**src/rtl/icache_pkg.sv**
```systemverilog
// Shared configuration for the instruction cache: FSM state encodings and
// default geometry.
package icache_pkg;

  localparam int ICACHE_INDEX_BITS = 6;

  typedef enum logic [0:0] {
    ICACHE_IDLE = 1'b0,
    ICACHE_MISS = 1'b1
  } icache_state_e;

endpackage

```
**src/rtl/icache.sv**
```systemverilog
// Direct-mapped, one-word-per-line instruction cache with a single outstanding
// miss. Optional hit/miss counters are enabled by defining ICACHE_STATS_EN.
module icache
  import icache_pkg::*;
#(
  parameter int INDEX_BITS = ICACHE_INDEX_BITS
) (
  input  logic        clk,
  input  logic        rst,
  input  logic        rdy,
  input  logic        jump_rst,
  input  logic        fetch_valid,
  input  logic [31:0] fetch_addr,
  output logic        fetch_ready,
  output logic [31:0] fetch_inst,
  output logic        IF_valid,
  output logic [31:0] IF_addr,
  input  logic        IF_send,
  input  logic [31:0] IF_inst
`ifdef ICACHE_STATS_EN
  ,
  output logic [31:0] hit_cnt,
  output logic [31:0] miss_cnt
`else
`endif
);

  localparam int LINES    = 1 << INDEX_BITS;
  localparam int TAG_BITS = 16 - INDEX_BITS;

  logic [LINES-1:0]    valid_r;
  logic [TAG_BITS-1:0] tag_r  [LINES];
  logic [31:0]         data_r [LINES];

  icache_state_e state_r, state_s;
  logic          fetch_ready_r, fetch_ready_s;
  logic [31:0]   fetch_inst_r, fetch_inst_s;
  logic          if_valid_r, if_valid_s;
  logic [31:0]   if_addr_r, if_addr_s;
  logic          wr_en_s;
  logic          hit_inc_s, miss_inc_s;

  logic [INDEX_BITS-1:0] look_idx_s, fill_idx_s;
  logic [TAG_BITS-1:0]   look_tag_s, fill_tag_s;
  logic                  hit_s;
  logic                  unused_addr_s;

  // Lookup uses the live fetch address; the refill uses the latched miss address.
  assign look_idx_s    = fetch_addr[INDEX_BITS+1:2];
  assign look_tag_s    = fetch_addr[17:INDEX_BITS+2];
  assign fill_idx_s    = if_addr_r[INDEX_BITS+1:2];
  assign fill_tag_s    = if_addr_r[17:INDEX_BITS+2];
  assign hit_s         = valid_r[look_idx_s] && (tag_r[look_idx_s] == look_tag_s);
  assign unused_addr_s = ^fetch_addr[1:0];

  // Next-state and next-output logic; rst, then jump_rst, then rdy take priority.
  always_comb begin
    state_s       = state_r;
    fetch_ready_s = 1'b0;
    fetch_inst_s  = fetch_inst_r;
    if_valid_s    = if_valid_r;
    if_addr_s     = if_addr_r;
    wr_en_s       = 1'b0;
    hit_inc_s     = 1'b0;
    miss_inc_s    = 1'b0;
    if (rst) begin
      state_s = ICACHE_IDLE;
    end else if (jump_rst) begin
      state_s    = ICACHE_IDLE;
      if_valid_s = 1'b0;
    end else if (!rdy) begin
      fetch_ready_s = fetch_ready_r;
    end else begin
      case (state_r)
        ICACHE_IDLE: begin
          // The ready cycle still shows the old request, so it must not be re-served.
          if (fetch_valid && !fetch_ready_r) begin
            if (hit_s) begin
              fetch_ready_s = 1'b1;
              fetch_inst_s  = data_r[look_idx_s];
              hit_inc_s     = 1'b1;
            end else begin
              state_s    = ICACHE_MISS;
              if_valid_s = 1'b1;
              if_addr_s  = {fetch_addr[31:2], 2'b00};
              miss_inc_s = 1'b1;
            end
          end else begin
            state_s = ICACHE_IDLE;
          end
        end
        ICACHE_MISS: begin
          if (IF_send) begin
            state_s       = ICACHE_IDLE;
            wr_en_s       = 1'b1;
            if_valid_s    = 1'b0;
            fetch_ready_s = 1'b1;
            fetch_inst_s  = IF_inst;
          end else begin
            state_s = ICACHE_MISS;
          end
        end
        default: begin
          state_s    = ICACHE_IDLE;
          if_valid_s = 1'b0;
        end
      endcase
    end
  end

  // State, output and valid-bit registers.
  always_ff @(posedge clk) begin
    if (rst) begin
      state_r       <= ICACHE_IDLE;
      valid_r       <= {LINES{1'b0}};
      fetch_ready_r <= 1'b0;
      fetch_inst_r  <= 32'h0000_0000;
      if_valid_r    <= 1'b0;
      if_addr_r     <= 32'h0000_0000;
    end else begin
      state_r       <= state_s;
      fetch_ready_r <= fetch_ready_s;
      fetch_inst_r  <= fetch_inst_s;
      if_valid_r    <= if_valid_s;
      if_addr_r     <= if_addr_s;
      if (wr_en_s) begin
        valid_r[fill_idx_s] <= 1'b1;
      end
    end
  end

  // Tag and data arrays carry no reset; the valid bits qualify them.
  always_ff @(posedge clk) begin
    if (wr_en_s) begin
      tag_r[fill_idx_s]  <= fill_tag_s;
      data_r[fill_idx_s] <= IF_inst;
    end
  end

  assign fetch_ready = fetch_ready_r;
  assign fetch_inst  = fetch_inst_r;
  assign IF_valid    = if_valid_r;
  assign IF_addr     = if_addr_r;

`ifdef ICACHE_STATS_EN
  logic [31:0] hit_cnt_r, miss_cnt_r;

  // Lookup counters; they wrap naturally and only rst clears them.
  always_ff @(posedge clk) begin
    if (rst) begin
      hit_cnt_r  <= 32'h0000_0000;
      miss_cnt_r <= 32'h0000_0000;
    end else begin
      if (hit_inc_s) begin
        hit_cnt_r <= hit_cnt_r + 32'd1;
      end
      if (miss_inc_s) begin
        miss_cnt_r <= miss_cnt_r + 32'd1;
      end
    end
  end

  assign hit_cnt  = hit_cnt_r;
  assign miss_cnt = miss_cnt_r;
`else
  logic unused_stats_s;
  assign unused_stats_s = hit_inc_s ^ miss_inc_s;
`endif

endmodule

```
**config.mk**
```make
export PLATFORM = sky130hd
export DESIGN_NAME = icache
export DESIGN_NICKNAME = d
export VERILOG_FILES = /design/src/rtl/icache_pkg.sv /design/src/rtl/icache.sv
export SDC_FILE = /design/constraint.sdc
export NUM_CORES = 2
export LEC_CHECK = 0
export ABC_AREA = 0
export CORE_AREA = 2 2 446 448
export CTS_BUF_LIST = sky130_fd_sc_hd__clkbuf_16
export CTS_CLUSTER_SIZE = 30
export DETAILED_ROUTE_END_ITERATION = 6
export DIE_AREA = 0 0 448 450
export GPL_TIMING_DRIVEN = 0
export PLACE_DENSITY = 0.7
export SYNTH_ARGS = -nofsm -noshare
export SYNTH_HDL_FRONTEND = slang
export SYNTH_SLANG_ARGS = --single-unit
```
**constraint.sdc**
```tcl
create_clock -name clk -period 4.35 [get_ports clk]
set_input_delay 0.87 -clock clk [delete_from_list [all_inputs] [get_ports clk]]
set_output_delay 0.87 -clock clk [all_outputs]
set_load 0.05 [all_outputs]
```
# == After elaboration in Yosys (flattened, before gate mapping) ==
# Memory sizes are Yosys's and may differ from the RTL's.
# Index checks and enable logic that the tools add are counted.
# op_classes
addsub,0
n_mul,0
div,0
magnitude_cmp,3
eq_ne,5
n_shift,0
mux,26
bitwise,4
reduce_logical,8
# ops
operator,n
$mux W32,3
$or A64 B64 Y64,1
$pmux W32 S2,1
$mux W1,17
$lt A6 B7 Y1 const B,2
$eq A10 B10 Y1,1
$reduce_and A5 Y1,2
$ne A2 B2 Y1 const B,4
$bmux W1 S6,1
$demux W1 S6,1
$ge A6 B1 Y1 const B,1
$pmux W1 S2,3
$reduce_and A4 Y1,1
$logic_and A1 B1 Y1,3
$not A1 Y1,3
$reduce_or A2 Y1,1
$logic_not A1 Y1,1
# word_totals
regBits,129
latch_bits,0
ramBits,2688
mem_bits_ro,0
input_bits,70
output_inout_bits,66
n_memories,2
# memory_table
name,words,width,read_ports,rd_clocked_by_memory_dff,write_ports,line_no,text
data_r,64,32,1,0,1,icache.sv:33,logic [31:0] data_r [LINES];
tag_r,64,10,1,0,1,icache.sv:32,logic [TAG_BITS-1:0] tag_r [LINES];

# == Longest topological paths before layout ==
# logic_depth
ltp_word,7
depth_mapped,20
mapped_depth_nobuf,10

# == Worst setup path before layout ==
# No wires, ideal clock.
# synth_path
path_kind,input to register
startpoint,in fetch_addr[2]
endpoint,reg fetch_inst_r[0] (netlist: fetch_inst[0])
setup_time_ps,119
t_arrival_ps,4492
slack_ps,-261
cell_stages,15
cell_sequence,buf_6 > buf_12 > buf_12 > buf_6 > buf_6 > buf_6 > buf_2 > buf_2 > buf_1 > mux4_2 > mux4_2 > mux4_2 > nand2_1 > nand3_1 > o221a_2
# synth_between
elab_chain_cells,5
# synth_rtl
item,line_no,text
start: declaration,icache.sv:13,"input logic [31:0] fetch_addr,"
$mem_v2 Z64 W10 or $bmux W1 S6 (tied branches),n/a,
$eq A10 B10 Y1 or $mux W1 (tied branches),icache.sv:53,assign hit_s = valid_r[look_idx_s] && (tag_r[look_idx_s] == look_tag_s);
$logic_and A1 B1 Y1,icache.sv:53,
$ne A2 B2 Y1 (no source line),n/a,
$reduce_and A5 Y1 (no source line),n/a,
end signal: assignment,icache.sv:123,fetch_inst_r <= fetch_inst_s;
end: declaration,icache.sv:37,"logic [31:0] fetch_inst_r, fetch_inst_s;"
# Several ways; a longest one is shown, not always the timed one. The select of a mux whose other input is x is not followed.
# A chain may end at the register's enable or synchronous reset.

# == Worst setup path after layout ==
# layout_path
startpoint,reg state_r
endpoint,mem data_r[12][10] (enable)
# layout_between
elab_chain_cells,6
# layout_rtl
item,line_no,text
start: declaration,icache.sv:35,"icache_state_e state_r, state_s;"
start signal: assignment,icache.sv:121,state_r <= state_s;
$mux W1,icache.sv:74,case (state_r)
$mux W1,icache.sv:71,end else if (!rdy) begin
$mux W1,icache.sv:68,end else if (jump_rst) begin
$mux W1,icache.sv:66,if (rst) begin
$mux W1,icache.sv:134,if (wr_en_s) begin
$mux W1 (not written as such),icache.sv:136,data_r[fill_idx_s] <= IF_inst;
end: declaration,icache.sv:33,
# Every way passes these cells.

==> impl_metrics.ini <==
[setup_path]
cpPeakStageDelay_ps = 740
start_kind = flip-flop
critPathArrivalTime_ps = 5060
end_kind = flip-flop
criticalPathCategory = reg2reg
path_max_fanout = 17
path_common_cell = buf_12
cp_top_family = simple AND/OR/NAND/NOR gates
path_cells = clkbuf_1, nand3_1, nor4_1, nand2_1, nor2_4, buf_12, buf_12
path_buf_inv = 3
crit_required_ps = 4960
worstSetupStartpoint = state_r
slowest_stage = nor2_4
rr_startpoint = state_r

[sta]
finalHoldViolCount = 0
fin_crit_sh = 1.02
worst_slack_ps = -97.3
setup_viol = 169
rsz0062_at_grt = yes
slew_headroom = 0.00311
hold_slack_ps = 152
tightest_slew_ps = 1500
skew_ps = 71.4
fmax_mhz = 225
setup_tns_ps = -6220
min_period_ps = 4450
slew_viol_final = 0

[route]
viasPerCell = 6.97
drtPass1Iterations = 6
drt_iter0_markers = 10536
drt.antenna.violating_nets = 0
vias = 57377
wl_per_cell_microns = 41.1
wirelength_microns = 338000
drcViolationCount = 0

[synth]
async_flop_share = 0
postSynthCellCount = 4692
yosysTopAreaCell = edfxtp_1
ys.warnings.count = 0
ys.flop_type = edfxtp_1
ys_ff_latch = 2817
netlist_area_sq_mm = 0.108
synthDistinctLibCells = 64
synth_top_area_frac = 0.750
synth_area_per_cell_sq_um = 22.9
synthTopCellsByArea = edfxtp_1 75%, mux4_2 17%, dfxtp_1 2.4%, mux2i_1 0.99%, nor2_1 0.76%
yosysSeqAreaShare = 0.774
synth_edf_count = 2688

[floorplan]
ios = 136
core_area_sq_mm = 0.197
dieWidth_microns = 448
dieArea_sq_mm = 0.202
floorplan.initialDensity = 0.548
rows = 163
die_h_microns = 450

[run_status]
status = finished, violations left
violations = max-capacitance violations, negative setup slack

[global_routing]
grt-ovfl-total = 0
grt_pass1_vias = 55411
grt_max_degree = 66
grt_pass1_wl_microns = 453000
antenna_found_initial = 19
grt_usage = 0.335

[cells_and_area]
final_common_cell = edfxtp_1
fillers = 12452
final_area_sq_mm = 0.127
final-instance-count-excl-fill = 8235
area_growth_pct = 18.3
final_nets = 5426
layout-drive-gt1-share = 0.324
most-common-layout-cells = 2688 x edfxtp_1, 807 x mux4_2, 312 x clkbuf_16

[placement]
io_buffer_count = 125
gp_congestion = 0.877
dpl_worst_slack_ps = -3170
hpwl_microns = 218000
placed_cells = 7629
post_dp_cell_area_sq_mm = 0.116

[pwr]
cellPowerDensity_mw_per_mm2 = 450
ir_drop_mv = 0.486
power_leakage_uw = 0.0416

[clocking]
cts_tree = yes
insertion_delay_ps = 960
cts_buffers = 299
hold_buffers = 0
clockBufferDepth = 4
cts_root_buf = clkbuf_16
clkSinkCount = 2817
htreeDepth = 5
cts.clk_slew.worst_paths_ps = 60

[flow_run]
max-cap-violations = 1

[min_path]
hp-class = in2reg
hp-start = IF_inst[30]
-- path summary, 6_finish.rpt --
path / end / slack, ps / cells after the start
hold / removal: data_r[38][30] / 150 / 1
setup / recovery: data_r[12][10] / -100 / 7
setup reg to reg: data_r[12][10] / -100 / 7
hold reg to reg: IF_addr[18] / 460 / 2
-- synth_stat cells, drive strengths merged, types with 4 or more instances --
library cell  number
nand2            168
dfxtp            129
nor2             217
a211oi             7
clkbuf           132
or3                4
buf              133
nor2b             16
edfxtp          2688
a31oi              6
o211ai             5
nand2b             9
xor2               4
nor3               6
mux4             813
a21oi             15
a22oi             27
mux2i            107
a221oi             6
nand3             56
inv                7
o21ai             10
mux2              19
o221a             33
xnor2              6
o22ai             15
o32ai              4
-- metrics by stage --
step                       util  total power [uW]
after floorplan               -             31700
final                     0.648             57400
after global routing      0.648             58500
after global placement    0.572             32900
after CTS                 0.645             57300
after detailed placement  0.591             33000
-- cell families (layout without fill, tap and decap cells) --
logic type / count (synthesis) / in the layout / synth area share
DFF: 2817 / 2817 / 0.774
muxes: 939 / 939 / 0.182
and+or+nand+nor: 500 / 500 / 0.0197
buffers and inverters: 273 / 1156 / 0.0122
AOI/OAI and AO/OA: 152 / 152 / 0.0114
xor gates and xnor gates: 10 / 10 / 0.000813
other: 1 / 21 / 0.0000348
-- power by group --
| group | internal (uW) | switching [uW] | leakage [uW] |
|---|---|---|---|
| Combinational | 1150 | 1750 | 0.0105 |
| Sequential | 29600 | 33.2 | 0.0262 |
| Clock | 14400 | 10400 | 0.00484 |
-- state kept, by name (all words and copies together) (netlist names) --
name and flops:
data_r 2048, tag_r 640, valid_r 64, fetch_inst 32
IF_addr 30, IF_valid 1, fetch_ready 1, state_r 1
-- layout make-up --
| class | count | area (sq um) | share of cell area |
|---|---|---|---|
| Antenna cell | 19 | 47.5 | 0.000373 |
| Buffer | 264 | 2400 | 0.0189 |
| Clock buffer | 307 | 7680 | 0.0603 |
| Clock inverter | 214 | 1690 | 0.0133 |
| Inverter | 8 | 30.0 | 0.000236 |
| Multi-Input combinational cell | 1603 | 23600 | 0.186 |
| Sequential cell | 2817 | 83300 | 0.654 |
| Tap cell | 2640 | 3300 | 0.0259 |
| Timing Repair Buffer | 363 | 5300 | 0.0416 |
-- worst reg2reg max path, cell delays in order, from the launching register on --
cell,delay [ps]
dfxtp_1,340
clkbuf_1,550
nand3_1,500
nor4_1,670
nand2_1,710
nor2_4,750
buf_12,310
buf_12,260
-- repair_timing --
action,4_1_cts,5_1_grt
gates resized for setup,278,77
endpoints found under the hold margin,0,0
pin swaps,18,11
setup buffers,36,29
cloned,1,0
endpoints found under the setup margin,410,790
-- per-layer routing --
metal / part of all wire / track usage
met5: 0.000047 / 0
met1: 0.33 / 0.444
met2: 0.47 / 0.509
met3: 0.14 / 0.0926
met4: 0.065 / 0.184
Note: power is estimated with default switching activity, not from simulation.
